### src/rtl/dino_game_ctrl.sv
// Dino game sequencer: IDLE / RUNNING / GAME_OVER control, button edge detect,
// BCD score and high score, scroll speed level.
// Ports:
//   clk, rst            - pixel clock, synchronous active-high reset
//   i_btn               - raw asynchronous button level
//   i_game_tick_60hz    - one-clk frame pulse (drives game-over lockout)
//   i_game_tick_20hz    - one-clk pulse every third frame (drives scoring)
//   i_collision         - sticky collision flag from graphics
//   o_state             - 00 IDLE, 01 RUNNING, 10 GAME_OVER
//   o_running           - high in RUNNING
//   o_game_start_pulse  - one-clk pulse on game start (clears collision flag)
//   o_jump_pulse        - one-clk pulse on button edge while RUNNING
//   o_score, o_hiscore  - 4-digit BCD, [15:12] thousands
//   o_new_hiscore       - last game set a record
//   o_speed             - current speed level
module dino_game_ctrl #(
    parameter int unsigned LOCKOUT_FRAMES = 30,
    parameter int unsigned SPEED_STEP     = 100,
    parameter int unsigned MAX_SPEED      = 7
) (
    input  logic        clk,
    input  logic        rst,
    input  logic        i_btn,
    input  logic        i_game_tick_60hz,
    input  logic        i_game_tick_20hz,
    input  logic        i_collision,
    output logic [1:0]  o_state,
    output logic        o_running,
    output logic        o_game_start_pulse,
    output logic        o_jump_pulse,
    output logic [15:0] o_score,
    output logic [15:0] o_hiscore,
    output logic        o_new_hiscore,
    output logic [2:0]  o_speed
);

    localparam int unsigned LOCK_W  = 6;
    localparam int unsigned CNT_W   = 8;
    localparam int unsigned SPD_W   = 3;
    localparam int unsigned SCORE_W = 16;

    localparam logic [SCORE_W-1:0] SCORE_MAX = 16'h9999;

    typedef enum logic [1:0] {
        ST_IDLE = 2'b00,
        ST_RUN  = 2'b01,
        ST_OVER = 2'b10
    } state_t;

    state_t             state, state_nxt;
    logic               sync1, sync2, sync3;
    logic               btn_edge_c;
    logic               start_c;
    logic [LOCK_W-1:0]  lockout, lock_nxt;
    logic [CNT_W-1:0]   speed_cnt, cnt_nxt;
    logic [SCORE_W-1:0] score_nxt, hi_nxt;
    logic [SPD_W-1:0]   speed_nxt;
    logic               new_hi_nxt, start_nxt, jump_nxt;

    // BCD increment with per-digit carry
    function automatic logic [SCORE_W-1:0] bcd_inc(input logic [SCORE_W-1:0] v);
        logic [SCORE_W-1:0] r;
        logic               c;
        r = v;
        c = 1'b1;
        for (int i = 0; i < 4; i++) begin
            if (c) begin
                if (r[i*4 +: 4] == 4'd9) begin
                    r[i*4 +: 4] = 4'd0;
                end else begin
                    r[i*4 +: 4] = r[i*4 +: 4] + 4'd1;
                    c = 1'b0;
                end
            end
        end
        return r;
    endfunction

    assign btn_edge_c = sync2 & ~sync3;

    // State and output registers
    always_ff @(posedge clk) begin
        if (rst) begin
            state              <= ST_IDLE;
            sync1              <= 1'b0;
            sync2              <= 1'b0;
            sync3              <= 1'b0;
            lockout            <= '0;
            speed_cnt          <= '0;
            o_state            <= 2'b00;
            o_running          <= 1'b0;
            o_game_start_pulse <= 1'b0;
            o_jump_pulse       <= 1'b0;
            o_score            <= '0;
            o_hiscore          <= '0;
            o_new_hiscore      <= 1'b0;
            o_speed            <= '0;
        end else begin
            state              <= state_nxt;
            sync1              <= i_btn;
            sync2              <= sync1;
            sync3              <= sync2;
            lockout            <= lock_nxt;
            speed_cnt          <= cnt_nxt;
            o_state            <= state_nxt;
            o_running          <= (state_nxt == ST_RUN);
            o_game_start_pulse <= start_nxt;
            o_jump_pulse       <= jump_nxt;
            o_score            <= score_nxt;
            o_hiscore          <= hi_nxt;
            o_new_hiscore      <= new_hi_nxt;
            o_speed            <= speed_nxt;
        end
    end

    // Next-state and next-output logic
    always_comb begin
        state_nxt  = state;
        lock_nxt   = lockout;
        cnt_nxt    = speed_cnt;
        score_nxt  = o_score;
        hi_nxt     = o_hiscore;
        new_hi_nxt = o_new_hiscore;
        speed_nxt  = o_speed;
        start_nxt  = 1'b0;
        jump_nxt   = 1'b0;
        start_c    = 1'b0;

        case (state)
            ST_IDLE: begin
                start_c = btn_edge_c;
            end
            ST_RUN: begin
                // Collision flag is stale during the start-pulse cycle
                if (i_collision && !o_game_start_pulse) begin
                    state_nxt = ST_OVER;
                    lock_nxt  = LOCK_W'(LOCKOUT_FRAMES);
                    if (o_score > o_hiscore) begin
                        hi_nxt     = o_score;
                        new_hi_nxt = 1'b1;
                    end
                end else if (i_game_tick_20hz) begin
                    if (o_score != SCORE_MAX) begin
                        score_nxt = bcd_inc(o_score);
                    end
                    if (speed_cnt == CNT_W'(SPEED_STEP - 1)) begin
                        cnt_nxt = '0;
                        if (o_speed < SPD_W'(MAX_SPEED)) begin
                            speed_nxt = o_speed + SPD_W'(1);
                        end
                    end else begin
                        cnt_nxt = speed_cnt + CNT_W'(1);
                    end
                end
                jump_nxt = btn_edge_c;
            end
            ST_OVER: begin
                if (i_game_tick_60hz && (lockout != '0)) begin
                    lock_nxt = lockout - LOCK_W'(1);
                end
                // Edge judged against the pre-decrement lockout
                start_c = btn_edge_c && (lockout == '0);
            end
            default: begin
                state_nxt = ST_IDLE;
            end
        endcase

        if (start_c) begin
            state_nxt  = ST_RUN;
            start_nxt  = 1'b1;
            score_nxt  = '0;
            speed_nxt  = SPD_W'(1);
            cnt_nxt    = '0;
            new_hi_nxt = 1'b0;
        end
    end

endmodule
### config.mk
export PLATFORM = sky130hd
export DESIGN_NAME = dino_game_ctrl
export DESIGN_NICKNAME = d
export VERILOG_FILES = /design/src/rtl/dino_game_ctrl.sv
export SDC_FILE = /design/constraint.sdc
export NUM_CORES = 1
export LEC_CHECK = 0
export CELL_PAD_IN_SITES_DETAIL_PLACEMENT = 1
export CELL_PAD_IN_SITES_GLOBAL_PLACEMENT = 2
export CORE_MARGIN = 2
export CORE_UTILIZATION = 26
export DETAILED_ROUTE_END_ITERATION = 10
export MAX_ROUTING_LAYER = met4
export PLACE_DENSITY_LB_ADDON = 0.08
export SYNTH_ARGS = -nofsm -noshare
export SYNTH_HDL_FRONTEND = slang
export SYNTH_SLANG_ARGS = --single-unit
### constraint.sdc
create_clock -name clk -period 2.5 [get_ports clk]
set_clock_uncertainty 0.1 [all_clocks]
set_input_delay 0.25 -clock clk [delete_from_list [all_inputs] [get_ports clk]]
set_output_delay 0.25 -clock clk [all_outputs]
set_load 0.02 [all_outputs]
==> results.md <==
- CTS max path bufs: 2
- Leak: 1.52 nW
- Post-synth top flop: dfxtp_1
- Nets@finish: ~430
- Routed Antenna Nets: 0
- WHS Path Cells: 1
- Hold Crit Class: reg2reg
- DRT Pass-1 Iters: 4
- Starting density of the core: 26.8%
- Post-Layout Cell Count: roughly 540
- CTS Buf Count: 9
- Final Cycle Share: a little over nine tenths
- H-tree levels: 3
- Yosys warning total: 0
- Gr usage total: between 15 and 20%
- Post-synth EDFFs: 0
- Via/cell ratio: between 4 and 5
- Final setup vio count: 0
- Unique cell type count in the Yosys netlist: 60
- Die area: around 12,000 um2
- Post-synth ARST share: 0%
- Final hold vios: 0
- Number of global-route vias before repair: roughly 2,700
- Max_slew headroom: approximately 54%
- Chip height: roughly 110 um
- Die X: roughly 110 um
- Total grt overflow: 0
- Vias: 2,600
- Pin count of the biggest net entering global routing: 16
- Root Buffer: clkbuf_16
- Crit-path max FO: 14
- Clock-pin slew on the worst setup and hold paths: around 0.050 ns
- Post-synthesis register bit count: slightly below 60
- Nature of the critical path endpoint: flip-flop
- Drt drc: 0
- CTS tree: done
- Initial antenna violation count: 0
- Core area: around 11,000 um2
- Worst EP required: 2.67 ns
- Final wirelength: approximately 8400 um
- Top Ports: between 40 and 50
- R2R depth: 8
- Peak Freq: ~0.42 GHz
- PortBufs: between 40 and 50
- Row cnt: 38
- Cell count after synthesis: around 320
- Crit-path cells: inv_1 -> ha_1 -> nand4_2 -> or3_4 -> a21o_1 -> a311oi_4 -> buf_4 -> a22o_2
- CP max stage cell: or3_4
- Hold buffers post-CTS: 0
- Pwr per Cell Area: about 540 nW/um2
- Syn Nets: 344
- Final Util: around 37%
- Post-CTS setup repair buffer count: 0
- Clk_lat worst skew: approximately 0.33 ns
- Crit path kind: reg2reg
- Initial DRC count: 82
- Outcome: completed
- Ant diodes: 0
- Gpl congestion: about 0.75
- Routed length per instance: between 15 and 20 um
- Pins over their slew limit: 0
- RSZ-0062 raised after global routing: false
- Area grow syn2layout: 38.1%
- Avg Synthesized Cell Area: 9.23 um2
- CTS resizes: 0
- Worst vdd ir: about 280 uV
- Max incr delay on CP: 0.43 ns
- Worst Path Arrival: ~2.5 ns
- Layout cells sized above 1: between 10% and 20%
- Reg2reg setup slack: between 0.1 and 0.15 ns
- Worst-Margin Slew: just under 0.7 ns
- Max-Cap Viols: 0
- Seq/Total Area, Yosys: about 40%
- Cell Area, Synth: 2940 um2
- Detailed Place HPWL: between 6000 and 7000 um
- Final setup TNS: 0 ns
- First-pass GRT wire length: between 10,000 and 15,000 um
- Crit start category: flip-flop
- Final min period: between 2 and 2.5 ns
- Clock tree sinks: 58
- Dpl cells: about 530
- Hold Slack: roughly 0.33 ns
==> cells in the mapped netlist, types with 2 or more instances <==
cell type / instances / area share (%)
nor2_1: 21 / 2.7
xor2_1: 8 / 2.4
nor3b_1: 7 / 1.8
nand4_1: 13 / 2.8
a21oi_1: 26 / 4.4
nand2_1: 18 / 2.3
xnor2_1: 8 / 2.4
and3_1: 3 / 0.64
nor2b_1: 4 / 0.85
inv_1: 27 / 3.5
clkbuf_1: 3 / 0.38
a22o_2: 14 / 4.8
a311oi_1: 2 / 0.60
a31oi_1: 3 / 0.64
o21ai_0: 7 / 1.2
nand3_1: 7 / 1.2
and2_1: 2 / 0.43
or3_1: 3 / 0.64
nor3_1: 8 / 1.4
mux2i_1: 6 / 2.0
o211ai_1: 5 / 1.3
nand2b_1: 5 / 1.1
dfxtp_1: 58 / 40
ha_1: 20 / 8.5
buf_1: 2 / 0.26
a21o_1: 2 / 0.51
a211oi_1: 2 / 0.51
a21boi_0: 2 / 0.51
==> final timing paths <==
check	from	to
worst max-delay path	o_hiscore[14]$_SDFFE_PP0P_	o_hiscore[4]$_SDFFE_PP0P_
worst min-delay path	sync3$_SDFF_PP0_	o_jump_pulse$_SDFF_PP0_
worst min register to register	sync3$_SDFF_PP0_	o_jump_pulse$_SDFF_PP0_
worst max register to register	o_hiscore[14]$_SDFFE_PP0P_	o_hiscore[4]$_SDFFE_PP0P_
==> cell usage in the layout (no fill, tap or decap), drive strengths merged, types with 2 or more instances in the layout <==
cell            n
nand2          18
inv            27
nand4          15
or3             4
xnor2           8
a21oi          26
a311oi          3
and2            2
and2b           2
mux2i           6
o21ai           8
nor3b           7
ha             20
a31oi           3
nor2           22
a22o           14
a21o            2
and3            3
dfxtp          58
nor2b           4
clkinv          3
nor3            8
a21boi          2
buf            34
clkdlybuf4s50  46
nand3           7
a211oi          2
o211ai          5
clkbuf         12
xor2            8
nand2b          5
==> critical path: cells and delay by family, from the launching register on <==
family          cells  cell delay, ns
compound gates      3            0.61
fa+ha+maj           1            0.33
buf+inv             2            0.30
flops               1            0.35
simple gates        2            0.60
==> kinds of logic (layout without fill, tap and decap cells) <==
group | Yosys count | in the layout | synth area share (%)
compound gates | 76 | 76 | 19.1
mux | 6 | 6 | 2.05
simple gates | 106 | 106 | 20.6
flops | 58 | 58 | 39.6
fa+ha+maj | 20 | 20 | 8.53
xor+xnor | 16 | 16 | 4.77
buf+inv | 36 | 122 | 5.37
==> through the flow <==
stage | power (mW) | setup slack (ns) | area [um2]
floorplan | 1.02 | 0.0217 | 2940
global placement | 1.06 | 0.184 | 3780
detailed placement | 1.06 | 0.135 | 3780
CTS | 2.23 | 0.118 | 4050
global route | 2.28 | 0.00136 | 4050
finish | 2.18 | 0.136 | 4050
==> layout make-up <==
class | instances | area [um2]
tap | 140 | 175
timing repair buffer | 80 | 728
clock buffer | 12 | 256
fill | 1274 | 6880
inverter | 27 | 101
sequential | 58 | 1160
multi-input combinational | 224 | 1620
clock inverter | 3 | 15.0
==> state kept, by name, summed over array words and instances (netlist names), 2 cells and up <==
signal     count
o_hiscore     16
o_score       16
speed_cnt      8
lockout        6
o_speed        3
state          2
==> power breakdown <==
group / internal, mW / leakage [nW] / switching (mW)
clock: 0.713 / 0.138 / 0.427
sequential: 0.936 / 0.468 / 0.00714
combinational: 0.0429 / 0.915 / 0.0568
total: 1.69 / 1.52 / 0.491
==> per-layer routing <==
layer,vias up,share of wire [%],global-route usage [%]
met5,-,0,-
met4,0,1.8,6.70
met3,12,3.4,3.41
met2,41,44,22.4
met1,1233,51,21.9
li1,1314,-,-
No activity file was read; power rests on OpenSTA's default activity.
